===== config.mk =====
export PLATFORM = sky130hd
export DESIGN_NAME = cmp_arbiter
export DESIGN_NICKNAME = d
export VERILOG_FILES = /design/src/rtl/cmp_arbiter.sv
export SDC_FILE = /design/constraint.sdc
export NUM_CORES = 1
export LEC_CHECK = 0
export ABC_CLOCK_PERIOD_IN_PS = 2100
export CAP_MARGIN = 20
export CORE_MARGIN = 2
export CORE_UTILIZATION = 42
export CTS_CLUSTER_SIZE = 8
export DETAILED_ROUTE_END_ITERATION = 16
export GPL_TIMING_DRIVEN = 1
export PLACE_DENSITY_LB_ADDON = 0.15
export SYNTH_ARGS = -nofsm -noshare
export SYNTH_HDL_FRONTEND = slang
export SYNTH_HIERARCHICAL = 1
export SYNTH_SLANG_ARGS = --single-unit

===== constraint.sdc =====
create_clock -name clk -period 2.1 [get_ports clk]
set_input_delay 0.42 -clock clk [delete_from_list [all_inputs] [get_ports clk]]
set_output_delay 0.42 -clock clk [all_outputs]
set_load 0.01 [all_outputs]

===== src/rtl/cmp_arbiter.sv =====
// cmp_arbiter -- two-requester front end for a single shared 32-bit branch
// comparator.
//
// Each requester issues an RV32I branch compare (funct3 opcode plus two
// operands). Only one compare is in flight at a time:
//   IDLE -> EXEC -> RESP -> (EXEC | IDLE)
// Ties are broken round-robin, or fixed to requester 0 when FIXED_PRIO = 1.
//
// Parameters
//   FIXED_PRIO    0 = round-robin, 1 = requester 0 always wins a tie
//
// Ports
//   clk, rst                       clock, asynchronous active-high reset
//   rN_req_valid / rN_req_ready    request handshake for requester N
//   rN_op, rN_a, rN_b              opcode (funct3) and operands
//   rN_rsp_valid / rN_rsp_ready    response handshake for requester N
//   rsp_result                     1 = branch condition true
//   rsp_err                        opcode of the current result was illegal
//   busy                           block is not idle
//
// comparator_32bit (same file): combinational equal / smaller with a
// signed/unsigned select.

module comparator_32bit (
    input  logic [31:0] i_a,
    input  logic [31:0] i_b,
    input  logic        i_is_unsigned,
    output logic        o_equal,
    output logic        o_smaller
);
    logic signed [31:0] w_sa;
    logic signed [31:0] w_sb;

    assign w_sa      = i_a;
    assign w_sb      = i_b;
    assign o_equal   = (i_a == i_b);
    assign o_smaller = i_is_unsigned ? (i_a < i_b) : (w_sa < w_sb);
endmodule

module cmp_arbiter #(
    parameter bit FIXED_PRIO = 1'b0
) (
    input  logic        clk,
    input  logic        rst,
    input  logic        r0_req_valid,
    input  logic        r1_req_valid,
    output logic        r0_req_ready,
    output logic        r1_req_ready,
    input  logic [2:0]  r0_op,
    input  logic [2:0]  r1_op,
    input  logic [31:0] r0_a,
    input  logic [31:0] r0_b,
    input  logic [31:0] r1_a,
    input  logic [31:0] r1_b,
    output logic        r0_rsp_valid,
    output logic        r1_rsp_valid,
    input  logic        r0_rsp_ready,
    input  logic        r1_rsp_ready,
    output logic        rsp_result,
    output logic        rsp_err,
    output logic        busy
);
    typedef enum logic [1:0] {
        S_IDLE = 2'd0,
        S_EXEC = 2'd1,
        S_RESP = 2'd2
    } state_t;

    state_t      r_state;
    state_t      w_state_nxt;
    logic [2:0]  r_op;
    logic [31:0] r_a;
    logic [31:0] r_b;
    logic        r_owner;
    logic        r_last;      // requester granted most recently
    logic        r_result;
    logic        r_err;

    logic        w_equal;
    logic        w_smaller;
    logic        w_cmp_result;
    logic        w_cmp_err;
    logic        w_win;
    logic        w_owner_rsp_ready;
    logic        w_can_accept;
    logic        w_accept;

    // The comparator sees only latched operands, never live request inputs.
    comparator_32bit u_cmp (
        .i_a           (r_a),
        .i_b           (r_b),
        .i_is_unsigned (r_op[1]),
        .o_equal       (w_equal),
        .o_smaller     (w_smaller)
    );

    always_comb begin
        w_cmp_result = 1'b0;
        w_cmp_err    = 1'b0;
        case (r_op)
            3'b000:  w_cmp_result = w_equal;
            3'b001:  w_cmp_result = ~w_equal;
            3'b100:  w_cmp_result = w_smaller;
            3'b101:  w_cmp_result = ~w_smaller;
            3'b110:  w_cmp_result = w_smaller;
            3'b111:  w_cmp_result = ~w_smaller;
            default: w_cmp_err    = 1'b1;
        endcase
    end

    // Tie goes to whoever was not granted last (or always r0 when fixed).
    always_comb begin
        if (r0_req_valid && r1_req_valid) begin
            w_win = FIXED_PRIO ? 1'b0 : ~r_last;
        end else begin
            w_win = r1_req_valid;
        end
    end

    assign w_owner_rsp_ready = r_owner ? r1_rsp_ready : r0_rsp_ready;

    // Gated with rst so ready drops the moment reset is applied.
    assign w_can_accept = !rst && ((r_state == S_IDLE) ||
                                   ((r_state == S_RESP) && w_owner_rsp_ready));
    assign w_accept     = w_can_accept && (r0_req_valid || r1_req_valid);

    assign r0_req_ready = w_can_accept && r0_req_valid && !w_win;
    assign r1_req_ready = w_can_accept && r1_req_valid &&  w_win;
    assign r0_rsp_valid = (r_state == S_RESP) && !r_owner;
    assign r1_rsp_valid = (r_state == S_RESP) &&  r_owner;
    assign rsp_result   = r_result;
    assign rsp_err      = r_err;
    assign busy         = (r_state != S_IDLE);

    always_comb begin
        w_state_nxt = S_IDLE;
        case (r_state)
            S_IDLE: w_state_nxt = w_accept ? S_EXEC : S_IDLE;
            S_EXEC: w_state_nxt = S_RESP;
            S_RESP: begin
                if (w_owner_rsp_ready) begin
                    w_state_nxt = w_accept ? S_EXEC : S_IDLE;
                end else begin
                    w_state_nxt = S_RESP;
                end
            end
            default: w_state_nxt = S_IDLE;
        endcase
    end

    always_ff @(posedge clk or posedge rst) begin
        if (rst) begin
            r_state <= S_IDLE;
        end else begin
            r_state <= w_state_nxt;
        end
    end

    always_ff @(posedge clk or posedge rst) begin
        if (rst) begin
            r_op     <= 3'd0;
            r_a      <= 32'd0;
            r_b      <= 32'd0;
            r_owner  <= 1'b0;
            r_last   <= 1'b1;
            r_result <= 1'b0;
            r_err    <= 1'b0;
        end else begin
            if (w_accept) begin
                r_op    <= w_win ? r1_op : r0_op;
                r_a     <= w_win ? r1_a  : r0_a;
                r_b     <= w_win ? r1_b  : r0_b;
                r_owner <= w_win;
                r_last  <= w_win;
            end
            if (r_state == S_EXEC) begin
                r_result <= w_cmp_result;
                r_err    <= w_cmp_err;
            end
        end
    end
endmodule


==> impl_metrics.xml, run 1 <==
<?xml version="1.0" encoding="UTF-8"?>
<metrics>
  <group name="power">
    <metric name="max-vdd-ir-drop" unit="mV">0.4650</metric>
    <metric name="power_density" unit="nW/um^2">1046</metric>
    <metric name="power.static_leakage" unit="nW">2.864</metric>
    <metric name="fin_total_pwr" unit="mW">6.899</metric>
  </group>
  <group name="final_layout">
    <metric name="post_route_cells_drive_above_1_share" unit="%">35.41</metric>
    <metric name="final_cell_mix" unit="">clkdlybuf4s50_1 (142), mux2_2 (124), dfrtp_1 (72)</metric>
    <metric name="num-nets-final" unit="">712</metric>
    <metric name="final-seq-area" unit="sq um">1828</metric>
    <metric name="filler_cells_inserted" unit="">862</metric>
    <metric name="synthToLayoutAreaGrowth" unit="%">48.93</metric>
    <metric name="multi_input_logic_area" unit="sq um">2499</metric>
    <metric name="fin_cells" unit="">681</metric>
    <metric name="final_common_cell" unit="">clkdlybuf4s50_1</metric>
    <metric name="utilization" unit="%">64.18</metric>
    <metric name="antenna_cells" unit="">0</metric>
  </group>
  <group name="sta">
    <metric name="clock_skew" unit="ns">0.01202</metric>
    <metric name="timing.final.crit_share" unit="%">108.8</metric>
    <metric name="final.min_clock_period" unit="ns">2.286</metric>
    <metric name="fin_ws" unit="ns">-0.1857</metric>
    <metric name="grt_setup_unrepaired" unit="">true</metric>
    <metric name="slew-limit-headroom" unit="%">72.95</metric>
    <metric name="hold_violation_count_in_the_final_report" unit="">0</metric>
    <metric name="final_max_slew_viol_count" unit="">0</metric>
    <metric name="fmax" unit="GHz">0.4375</metric>
    <metric name="timing.final.setup_violations" unit="">2</metric>
    <metric name="worst-slew-pin-transition" unit="ns">0.4057</metric>
  </group>
  <group name="grt">
    <metric name="first_pass_grt_wire_length" unit="um">15750</metric>
    <metric name="grt-ovfl-total" unit="">0</metric>
    <metric name="track_usage" unit="%">17.31</metric>
    <metric name="first_global_vias" unit="">3560</metric>
    <metric name="grt_max_degree" unit="">74</metric>
    <metric name="grt_antenna_before_repair" unit="">0</metric>
  </group>
  <group name="setup_path">
    <metric name="arrival" unit="ns">2.53</metric>
    <metric name="cp-end-kind" unit="">flop</metric>
    <metric name="critical_path_peak_fanout" unit="">2</metric>
    <metric name="worst-endpoint-required" unit="ns">2.35</metric>
    <metric name="setup.worst_path.start_class" unit="">flop</metric>
    <metric name="crit_path_class" unit="">flop to flop</metric>
  </group>
  <group name="place">
    <metric name="globalplace.congestion" unit="">0.7207</metric>
    <metric name="dp_slack" unit="ns">-0.4406</metric>
    <metric name="detailed_place_hpwl" unit="um">7402</metric>
    <metric name="dpl.cell_count" unit="">663</metric>
    <metric name="place.port_buffers" unit="">146</metric>
  </group>
  <group name="drt">
    <metric name="viasPerCell" unit="">4.921</metric>
    <metric name="antenna_left" unit="">0</metric>
    <metric name="drt_wl_cell" unit="um">13.99</metric>
    <metric name="dr.pass1.iters" unit="">4</metric>
    <metric name="vias" unit="">3351</metric>
    <metric name="remaining_drcs" unit="">0</metric>
    <metric name="drt-total-wl" unit="um">9525</metric>
    <metric name="first_iter_violations" unit="">73</metric>
  </group>
  <group name="run_status">
    <metric name="failed_checks" unit="">setup timing</metric>
    <metric name="status" unit="">finished, violations left</metric>
  </group>
  <group name="logic_synthesis">
    <metric name="synth_cell_types" unit="">43</metric>
    <metric name="ys_seq_elements" unit="">73</metric>
    <metric name="yosysWarningCount" unit="">6</metric>
    <metric name="avg_synthesized_cell_area" unit="sq um">12.10</metric>
    <metric name="ys_async_sr_fraction" unit="%">100.0</metric>
    <metric name="ys.flop_type" unit="">dfrtp_1</metric>
    <metric name="syn_inst" unit="">366</metric>
    <metric name="synth_area" unit="sq um">4429</metric>
    <metric name="syn_nets" unit="">538</metric>
    <metric name="ys_seq_area_share" unit="%">41.27</metric>
    <metric name="synth_enable_flop_cells" unit="">0</metric>
  </group>
  <group name="floorplanning">
    <metric name="dieWidth" unit="um">106.7</metric>
    <metric name="chipHeight" unit="um">106.7</metric>
    <metric name="std_cell_rows" unit="">37</metric>
    <metric name="ioPinCount" unit="">147</metric>
    <metric name="design.core.area" unit="sq um">10280</metric>
    <metric name="start_util" unit="%">43.10</metric>
    <metric name="dieArea" unit="sq um">11380</metric>
  </group>
  <group name="worst_hold_path">
    <metric name="hold_path_class" unit="">primary input to async pin</metric>
  </group>
  <group name="clock_tree">
    <metric name="postCtsHoldBufs" unit="">0</metric>
    <metric name="clockBufferDepth" unit="">2</metric>
    <metric name="cts.htree.levels" unit="">3</metric>
    <metric name="clk_latency" unit="ns">0.34</metric>
    <metric name="tritoncts.num_buffers" unit="">9</metric>
    <metric name="clock_sinks" unit="">73</metric>
    <metric name="clock-root-buffer" unit="">clkbuf_8</metric>
    <metric name="tritoncts" unit="">built</metric>
    <metric name="clock_transition_at_the_registers_of_the_reported_paths" unit="ns">0.07</metric>
  </group>
  <group name="job">
    <metric name="max_cap_violations" unit="">0</metric>
  </group>
</metrics>
==> worst paths after layout <==
check / start / end / slack [ns] / cells past startpoint
hold / removal: rst / r_state[0] / 0.34 / 3
setup / recovery: r_a[27] / rsp_result / -0.19 / 9
min in group clk: r_b[5] / r_b[5] / 0.49 / 1
max in group asynchronous: rst / r_a[7] / 1.41 / 3
setup reg to reg: r_a[27] / rsp_result / -0.19 / 9
hold reg to reg: r_b[5] / r_b[5] / 0.49 / 1
==> power breakdown <==
group,internal (mW),switching (mW)
clock network,0.663,0.514
logic,1.97,1.33
registers,2.03,0.394
==> flip-flops by register name (all words and copies together) (netlist names) <==
register    flops
r_owner         1
rsp_err         1
r_state         2
r_b            32
rsp_result      1
r_op            3
r_a            32
r_last          1
==> per-layer routing <==
| metal | vias to the layer above | share of wire, % | track usage (%) |
|---|---|---|---|
| li1 | 1660 | - | - |
| met1 | 1577 | 45 | 21.45 |
| met2 | 100 | 48 | 30.30 |
| met3 | 14 | 5.2 | 3.222 |
| met4 | 0 | 1.5 | 5.844 |
| met5 | - | 0 | 0 |
==> stage by stage <==
| step | hold WS, ns | setup TNS [ns] | cell area [sq um] |
|---|---|---|---|
| 2_1_floorplan | 0.4581 | -0.01690 | 4441 |
| 3_3_place_gp | 0.4653 | -18.98 | 6287 |
| 3_5_place_dp | 0.4760 | -21.32 | 6287 |
| 4_1_cts | 0.3704 | -0.4013 | 6518 |
| 5_1_grt | 0.3877 | -0.6048 | 6596 |
| 6_report | 0.3445 | -0.3635 | 6596 |
==> cell type report <==
class	count	share of cell area, %
timing repair buffer	178	26.54
inverter	36	2.105
clock inverter	6	1.252
tap	136	2.580
multi-input combinational	242	37.88
clock buffer	10	1.935
sequential	73	27.71
==> what timing repair did <==
action | in CTS | in global routing
pin swaps | 3 | 5
setup buffers | 0 | 2
gates resized for setup | 9 | 10
endpoints found under the setup margin | 3 | 6
==> worst max-delay path: stages, from the launching register on <==
cell	delay (ns)
dfrtp_1	0.38
ha_1	0.31
and2_4	0.15
a221o_1	0.34
a221oi_2	0.30
buf_4	0.16
o32ai_2	0.07
nand2b_1	0.15
o311a_1	0.14
o31ai_2	0.19
==> synth_stat cells (2+ instances only) <==
cell type,n,area (sq um)
mux2_2,124,1396
dfrtp_1,72,1802
inv_1,36,135.1
ha_1,32,400.4
a21oi_1,11,55.05
nand2_1,11,41.29
mux2_1,10,112.6
buf_2,9,45.04
nand4_1,6,37.54
nor2_1,6,22.52
clkbuf_1,4,15.01
nand2b_1,4,25.02
nand3_1,4,20.02
a21o_1,3,22.52
o21ai_0,3,15.01
a221o_1,2,20.02
a221oi_1,2,17.52
or2_2,2,12.51
==> cell families (layout without fill, tap and decap cells) <==
family                     count (synthesis)  after routing  synth area share (%)
adders and majority gates                 32             32                 9.039
AOI/OAI and AO/OA                         34             34                 5.763
buffers and inverters                     51            230                 4.830
and+or+nand+nor                           41             41                 4.803
muxes                                    135            135                 34.29
DFF                                       73             73                 41.27
No activity file was read; power rests on OpenSTA's default activity.
==> run 2, diff against run 1 <==
--- a/config.mk
+++ b/config.mk
@@ -5,14 +5,15 @@
 export SDC_FILE = /design/constraint.sdc
 export NUM_CORES = 1
 export LEC_CHECK = 0
+export ABC_AREA = 1
 export ABC_CLOCK_PERIOD_IN_PS = 2100
 export CAP_MARGIN = 20
 export CORE_MARGIN = 2
-export CORE_UTILIZATION = 42
+export CORE_UTILIZATION = 43
 export CTS_CLUSTER_SIZE = 8
 export DETAILED_ROUTE_END_ITERATION = 16
 export GPL_TIMING_DRIVEN = 1
-export PLACE_DENSITY_LB_ADDON = 0.15
+export PLACE_DENSITY_LB_ADDON = 0.2
 export SYNTH_ARGS = -nofsm -noshare
 export SYNTH_HDL_FRONTEND = slang
 export SYNTH_HIERARCHICAL = 1
==> run 2 against run 1 <==
The flow now finishes without violations. Combinational power up 1%. Largest cell class unchanged. Routed wire length up 4.2%. Non-clock buffer count down 20. Register-to-register slack better by 0.32 ns. Final cell count up 33%. Synthesized cell count up 71%.
==> impl_metrics.xml, run 2 <==
<?xml version="1.0" encoding="UTF-8"?>
<metrics>
  <group name="logic_synthesis">
    <metric name="synth_enable_flop_cells" unit="">0</metric>
    <metric name="avg_synthesized_cell_area" unit="sq um">7.339</metric>
    <metric name="yosys.area.top_type_share" unit="%">39.22</metric>
    <metric name="ys_seq_area_share" unit="%">39.79</metric>
    <metric name="syn_nets" unit="">798</metric>
    <metric name="ys_top_cells_by_count" unit="">nand2_1 (181), inv_1 (114), o21ai_0 (86)</metric>
    <metric name="ys_seq_elements" unit="">73</metric>
    <metric name="post-synth-top-area-cell" unit="">dfrtp_1</metric>
    <metric name="yosysWarningCount" unit="">6</metric>
    <metric name="synth_area" unit="sq um">4594</metric>
    <metric name="synth_cell_types" unit="">29</metric>
    <metric name="ys.flop_type" unit="">dfrtp_1</metric>
    <metric name="yosys-top-cells-area" unit="">dfrtp_1 (39%), nand2_1 (15%), o21ai_0 (9.4%)</metric>
    <metric name="syn_inst" unit="">626</metric>
    <metric name="synth_most_common_cell" unit="">nand2_1</metric>
    <metric name="ys_async_sr_fraction" unit="%">100.0</metric>
  </group>
  <group name="sta">
    <metric name="worst-slew-pin-transition" unit="ns">0.5137</metric>
    <metric name="final_max_slew_viol_count" unit="">0</metric>
    <metric name="timing.final.crit_share" unit="%">95.58</metric>
    <metric name="final.min_clock_period" unit="ns">2.007</metric>
    <metric name="grt_setup_unrepaired" unit="">true</metric>
    <metric name="clock_skew" unit="ns">0.01403</metric>
    <metric name="fmax" unit="GHz">0.4982</metric>
    <metric name="hold_violation_count_in_the_final_report" unit="">0</metric>
    <metric name="setup-tns-final" unit="ns">0</metric>
    <metric name="slew-limit-headroom" unit="%">65.68</metric>
    <metric name="timing.final.setup_violations" unit="">0</metric>
  </group>
  <group name="clock_tree">
    <metric name="tritoncts" unit="">built</metric>
    <metric name="postCtsHoldBufs" unit="">0</metric>
    <metric name="clock_transition_at_the_registers_of_the_reported_paths" unit="ns">0.07</metric>
    <metric name="clock_sinks" unit="">73</metric>
    <metric name="clockBufferDepth" unit="">2</metric>
    <metric name="clock-root-buffer" unit="">clkbuf_8</metric>
    <metric name="cts.htree.levels" unit="">3</metric>
    <metric name="clk_latency" unit="ns">0.35</metric>
    <metric name="tritoncts.num_buffers" unit="">9</metric>
  </group>
  <group name="setup_path">
    <metric name="worstRegToRegCells" unit="">14</metric>
    <metric name="critical_path_peak_fanout" unit="">2</metric>
    <metric name="timing.critical_path.cells" unit="">clkdlybuf4s50_1 -&gt; nand2_1 -&gt; nand3_2 -&gt; nand3_1 -&gt; a21oi_1 -&gt; dlygate4sd2_1</metric>
    <metric name="setup.worst_path.start_class" unit="">primary input</metric>
    <metric name="arrival" unit="ns">1.59</metric>
    <metric name="cp_num_buf_inv" unit="">2</metric>
    <metric name="crit_family" unit="">buffers and inverters</metric>
    <metric name="worst-endpoint-required" unit="ns">1.68</metric>
    <metric name="rr_startpoint" unit="">r_b[19]</metric>
    <metric name="crit_slowest_cell" unit="">clkdlybuf4s50_1</metric>
    <metric name="slowest_delay" unit="ns">0.49</metric>
    <metric name="crit_path_class" unit="">primary input to output port</metric>
    <metric name="endpoint_of_the_worst_slack_reg_to_reg_timing_path" unit="">rsp_result</metric>
    <metric name="r2r_setup_slack" unit="ns">0.13</metric>
    <metric name="cp-end-kind" unit="">output port</metric>
  </group>
  <group name="drt">
    <metric name="antenna_left" unit="">0</metric>
    <metric name="first_iter_violations" unit="">145</metric>
    <metric name="vias" unit="">4180</metric>
    <metric name="dr.pass1.iters" unit="">6</metric>
    <metric name="drt_wl_cell" unit="um">10.96</metric>
    <metric name="remaining_drcs" unit="">0</metric>
    <metric name="viasPerCell" unit="">4.614</metric>
    <metric name="drt-total-wl" unit="um">9927</metric>
  </group>
  <group name="final_layout">
    <metric name="antenna_cells" unit="">0</metric>
    <metric name="utilization" unit="%">61.50</metric>
    <metric name="reg.largest.list" unit="">r_a (32), r_b (32), r_op (3)</metric>
    <metric name="synthToLayoutAreaGrowth" unit="%">38.81</metric>
    <metric name="num-nets-final" unit="">937</metric>
    <metric name="post-route-cell-area" unit="sq um">6377</metric>
    <metric name="multi_input_logic_area" unit="sq um">2127</metric>
    <metric name="final_common_cell" unit="">nand2_1</metric>
    <metric name="final_cell_mix" unit="">nand2_1 (181), clkdlybuf4s50_1 (142), inv_1 (113)</metric>
    <metric name="filler_cells_inserted" unit="">912</metric>
    <metric name="final-seq-area" unit="sq um">1828</metric>
    <metric name="post_route_cells_drive_above_1_share" unit="%">6.623</metric>
  </group>
  <group name="place">
    <metric name="postPlaceCellArea" unit="sq um">6131</metric>
    <metric name="place.port_buffers" unit="">146</metric>
    <metric name="detailed_place_hpwl" unit="um">7660</metric>
    <metric name="globalplace.congestion" unit="">0.7613</metric>
  </group>
  <group name="grt">
    <metric name="grt-ovfl-total" unit="">0</metric>
    <metric name="track_usage" unit="%">18.15</metric>
    <metric name="grt_max_degree" unit="">96</metric>
    <metric name="first_global_vias" unit="">3987</metric>
    <metric name="grt_antenna_before_repair" unit="">0</metric>
    <metric name="first_pass_grt_wire_length" unit="um">17010</metric>
  </group>
  <group name="worst_hold_path">
    <metric name="min_from" unit="">rsp_result</metric>
    <metric name="hold_path_class" unit="">flop to flop</metric>
    <metric name="whs_path_depth" unit="">2</metric>
    <metric name="holdPathEnd" unit="">rsp_result</metric>
  </group>
  <group name="power">
    <metric name="power_density" unit="nW/um^2">1096</metric>
    <metric name="max-vdd-ir-drop" unit="mV">0.4322</metric>
    <metric name="power.static_leakage" unit="nW">3.260</metric>
  </group>
  <group name="floorplanning">
    <metric name="chipHeight" unit="um">107.4</metric>
    <metric name="ioPinCount" unit="">147</metric>
    <metric name="start_util" unit="%">44.31</metric>
    <metric name="std_cell_rows" unit="">37</metric>
    <metric name="dieWidth" unit="um">107.4</metric>
    <metric name="dieArea" unit="sq um">11530</metric>
    <metric name="design.core.area" unit="sq um">10370</metric>
  </group>
  <group name="run_status">
    <metric name="status" unit="">finished clean</metric>
  </group>
  <group name="job">
    <metric name="max_cap_violations" unit="">0</metric>
  </group>
</metrics>
## run 2: cell count changes after synthesis, sizes merged, moves of 4 or more
| cell | before | now |
|---|---|---|
| a21oi | 11 | 17 |
| buf | 11 | 25 |
| inv | 36 | 116 |
| mux2 | 134 | 0 |
| nand2 | 11 | 186 |
| nand2b | 4 | 0 |
| nand4 | 6 | 2 |
| nor2 | 6 | 17 |
| o21ai | 3 | 140 |
## run 2: per-layer routing
layer  vias up  GRT usage, %  share of wire [%]
li1       2231             -                  -
met1      1844         22.03                 46
met2        92         32.32                 47
met3        13         3.753                5.2
met4         0         5.495                1.6
met5         -             0                  0
## run 2: power by group
part	total (mW)	internal (mW)	switching, mW
Sequential	2.55	2.12	0.427
Clock	1.10	0.578	0.525
Combinational	3.34	1.54	1.80
## run 2: area by class of cell
| cell class | count | area share, % |
|---|---|---|
| flip-flops and latches | 73 | 28.66 |
| well taps | 136 | 2.668 |
| multi-input cells | 407 | 33.35 |
| repair buffers | 158 | 25.35 |
| inverters | 116 | 6.886 |
| clock inverters | 5 | 0.8633 |
| clock buffers | 11 | 2.217 |
## run 2: cell families (layout without fill, tap and decap cells)
group	count (synthesis)	count (layout)	share of synthesized area (%)
compound gates	159	159	17.54
fa+ha+maj	32	32	8.715
buf+inv	146	290	14.57
flops	73	73	39.79
simple gates	216	216	19.39
## run 2: how the worst max path moves through the flow
stage	startpoint	to	slack [ns]	depth (start not counted)
after floorplan	r_a[21]	rsp_result	0.31	13
after global placement	r1_rsp_ready	r0_req_ready	-0.19	6
after detailed placement	r0_req_valid	r_a[4]	-0.20	6
after CTS	r_state[0]	r1_rsp_valid	0.007	4
after global routing	r_b[19]	rsp_result	-0.07	16
final	r1_rsp_ready	r0_req_ready	0.09	6
## run 2: worst reg2reg max path, cell delays in order (launching register included)
cell and delay [ns]:
dfrtp_1 0.35, inv_1 0.05, ha_1 0.30, a21oi_1 0.16, nand2_1 0.07, nand2_1 0.08
nand3_2 0.09, a21oi_2 0.18, nand2_1 0.07, nand2_1 0.05, nand2_1 0.06, or2_2 0.29
nand2_1 0.06, nand3_1 0.06, nand2_1 0.06
## run 2: through the flow
step	total power, mW	std cells	hold slack (ns)	setup slack (ns)
6_report	6.991	906	0.4827	0.09286
5_1_grt	7.776	906	0.5167	-0.07081
4_1_cts	6.988	903	0.4860	0.007434
3_5_place_dp	5.853	887	0.4667	-0.2040
3_3_place_gp	5.707	887	0.4650	-0.1948
2_1_floorplan	4.941	626	0.4530	0.3139
## run 2: repair_timing
item	in CTS	in global routing
pin swaps	0	3
setup endpoints to repair	2	3
gates resized for setup	2	6
setup buffers	0	3
==> run 3, diff against run 2 <==
--- a/config.mk
+++ b/config.mk
@@ -8,12 +8,14 @@
 export ABC_AREA = 1
 export ABC_CLOCK_PERIOD_IN_PS = 2100
 export CAP_MARGIN = 20
+export CORE_ASPECT_RATIO = 2
 export CORE_MARGIN = 2
 export CORE_UTILIZATION = 43
 export CTS_CLUSTER_SIZE = 8
 export DETAILED_ROUTE_END_ITERATION = 16
 export GPL_TIMING_DRIVEN = 1
 export PLACE_DENSITY_LB_ADDON = 0.2
+export SKIP_LAST_GASP = 1
 export SYNTH_ARGS = -nofsm -noshare
 export SYNTH_HDL_FRONTEND = slang
 export SYNTH_HIERARCHICAL = 1
==> run 3 against run 2 <==
Maximum frequency is 0.27% lower. Highest routed layer unchanged. Clock-buffer cell count shrank 1. Power increased by 12%. Worst setup slack got worse by 0.0054 ns. Sequential share of layout area fell by 0.88 points. First-iteration DRC count grew 6.2%. Worst hold slack got worse by 0.18 ns. Final cell count did not move. Clock power up 51%. Largest power group unchanged. Combinational power rose by 6.9%. Clock skew shrank 0.0074 ns. Routed wire length is 6.0% higher.
==> impl_metrics.xml, run 3 (synthesis gave the netlist of run 2 again) <==
<?xml version="1.0" encoding="UTF-8"?>
<metrics>
  <group name="job">
    <metric name="max_cap_violations" unit="">0</metric>
  </group>
  <group name="grt">
    <metric name="grt_max_degree" unit="">115</metric>
    <metric name="first_pass_grt_wire_length" unit="um">17460</metric>
    <metric name="track_usage" unit="%">18.80</metric>
    <metric name="grt_antenna_before_repair" unit="">0</metric>
    <metric name="grt-ovfl-total" unit="">0</metric>
    <metric name="first_global_vias" unit="">4260</metric>
  </group>
  <group name="sta">
    <metric name="fmax" unit="GHz">0.4969</metric>
    <metric name="slew-limit-headroom" unit="%">69.99</metric>
    <metric name="final_max_slew_viol_count" unit="">0</metric>
    <metric name="clock_skew" unit="ns">0.006651</metric>
    <metric name="hold_violation_count_in_the_final_report" unit="">0</metric>
    <metric name="final.min_clock_period" unit="ns">2.013</metric>
    <metric name="fin_ws" unit="ns">0.08748</metric>
    <metric name="timing.final.setup_violations" unit="">0</metric>
    <metric name="timing.final.crit_share" unit="%">95.83</metric>
    <metric name="worst-slew-pin-transition" unit="ns">0.4492</metric>
  </group>
  <group name="power">
    <metric name="max-vdd-ir-drop" unit="mV">0.5414</metric>
    <metric name="power.static_leakage" unit="nW">3.295</metric>
    <metric name="power.combinational.fraction" unit="%">45.6</metric>
    <metric name="power_frac_clock" unit="%">21.3</metric>
    <metric name="seqPwrFrac" unit="%">33.1</metric>
    <metric name="power.switching" unit="mW">2.986</metric>
    <metric name="p_int" unit="mW">4.840</metric>
    <metric name="swShare" unit="%">38.16</metric>
    <metric name="power_density" unit="nW/um^2">1190</metric>
    <metric name="fin_total_pwr" unit="mW">7.826</metric>
  </group>
  <group name="floorplanning">
    <metric name="design.core.area" unit="sq um">10480</metric>
    <metric name="start_util" unit="%">43.85</metric>
    <metric name="dieArea" unit="sq um">11580</metric>
    <metric name="std_cell_rows" unit="">53</metric>
    <metric name="dieWidth" unit="um">77.09</metric>
    <metric name="ioPinCount" unit="">147</metric>
    <metric name="chipHeight" unit="um">150.2</metric>
  </group>
  <group name="setup_path">
    <metric name="setup.worst_path.start_class" unit="">flop</metric>
    <metric name="slowest_delay" unit="ns">0.56</metric>
    <metric name="crit_family" unit="">buffers and inverters</metric>
    <metric name="worst-endpoint-required" unit="ns">1.68</metric>
    <metric name="critical_path_peak_fanout" unit="">4</metric>
    <metric name="crit_path_class" unit="">flop to output port</metric>
    <metric name="crit_slowest_cell" unit="">clkdlybuf4s50_1</metric>
    <metric name="timing.critical_path.cells" unit="">inv_1 -&gt; nand2_1 -&gt; nor2_1 -&gt; clkdlybuf4s50_1</metric>
    <metric name="cp-end-kind" unit="">output port</metric>
    <metric name="arrival" unit="ns">1.59</metric>
    <metric name="cp_num_buf_inv" unit="">2</metric>
  </group>
  <group name="place">
    <metric name="place.port_buffers" unit="">146</metric>
    <metric name="dpl.cell_count" unit="">888</metric>
    <metric name="detailed_place_hpwl" unit="um">8209</metric>
    <metric name="dp_slack" unit="ns">-0.2146</metric>
    <metric name="globalplace.congestion" unit="">0.7574</metric>
  </group>
  <group name="clock_tree">
    <metric name="tritoncts.num_buffers" unit="">9</metric>
    <metric name="clock_sinks" unit="">73</metric>
    <metric name="postCtsHoldBufs" unit="">0</metric>
    <metric name="clockBufferDepth" unit="">2</metric>
    <metric name="clock_transition_at_the_registers_of_the_reported_paths" unit="ns">0.06</metric>
    <metric name="clock-root-buffer" unit="">clkbuf_16</metric>
    <metric name="clk_latency" unit="ns">0.33</metric>
    <metric name="cts.htree.levels" unit="">3</metric>
    <metric name="tritoncts" unit="">built</metric>
  </group>
  <group name="final_layout">
    <metric name="synthToLayoutAreaGrowth" unit="%">43.19</metric>
    <metric name="utilization" unit="%">62.79</metric>
    <metric name="antenna_cells" unit="">0</metric>
    <metric name="fin_cells" unit="">906</metric>
    <metric name="num-nets-final" unit="">936</metric>
    <metric name="final-seq-area" unit="sq um">1828</metric>
    <metric name="final_cell_mix" unit="">nand2_1 (176), clkdlybuf4s50_1 (143), inv_1 (110)</metric>
    <metric name="post_route_cells_drive_above_1_share" unit="%">8.453</metric>
    <metric name="filler_cells_inserted" unit="">957</metric>
    <metric name="multi_input_logic_area" unit="sq um">2208</metric>
    <metric name="final_common_cell" unit="">nand2_1</metric>
    <metric name="reg.largest.list" unit="">r_a (32), r_b (32), r_op (3)</metric>
  </group>
  <group name="run_status">
    <metric name="status" unit="">finished clean</metric>
  </group>
  <group name="drt">
    <metric name="drt-total-wl" unit="um">10520</metric>
    <metric name="first_iter_violations" unit="">154</metric>
    <metric name="viasPerCell" unit="">4.719</metric>
    <metric name="remaining_drcs" unit="">0</metric>
    <metric name="antenna_left" unit="">0</metric>
    <metric name="vias" unit="">4275</metric>
    <metric name="dr.pass1.iters" unit="">4</metric>
    <metric name="drt_wl_cell" unit="um">11.61</metric>
  </group>
  <group name="worst_hold_path">
    <metric name="hold_path_class" unit="">primary input to async pin</metric>
  </group>
</metrics>
## run 3: worst paths after layout
check,from,to,slack (ns),cells past startpoint
setup / recovery,r_state[0],r1_rsp_valid,0.09,4
hold / removal,rst,r_a[25],0.31,2
setup reg to reg,r_b[19],rsp_result,0.12,14
hold reg to reg,rsp_result,rsp_result,0.48,2
max in group asynchronous,rst,r_b[10],1.30,3
min in group clk,rsp_result,rsp_result,0.48,2
## run 3: power groups by stage
stage          registers, mW  logic (mW)  clock network [mW]
2_1_floorplan           2.46        2.48                   0
3_3_place_gp            2.54        3.19                   0
3_5_place_dp            2.58        3.30                   0
4_1_cts                 2.57        3.33                1.69
5_1_grt                 2.68        4.15                1.74
6_report                2.59        3.57                1.66
## run 3: timing repair
action	CTS	global route
cloned	0	0
resized for setup	4	19
pin swaps	0	7
buffers inserted	0	2
endpoints found under the setup margin	2	1
## run 3: cell type report
type / instances / share of cell area (%)
inverter: 116 / 6.676
clock inverter: 6 / 1.369
clock buffer: 10 / 3.633
timing repair buffer: 157 / 24.36
sequential: 73 / 27.79
tap: 137 / 2.606
multi-input combinational: 407 / 33.57
## run 3: metrics by stage
stage	hold WS [ns]	setup TNS, ns	area (sq um)
after detailed placement	0.4677	-5.106	6132
final	0.3076	0	6579
after CTS	0.3118	0	6462
after global placement	0.4660	-2.415	6132
after floorplan	0.4530	0	4598
after global routing	0.3539	-0.03569	6579
## run 3: per-layer routing
metal | track usage, % | share of wire (%)
met1 | 18.45 | 38
met2 | 37.89 | 57
met3 | 2.278 | 3.1
met4 | 9.018 | 2.2
met5 | 0 | 0
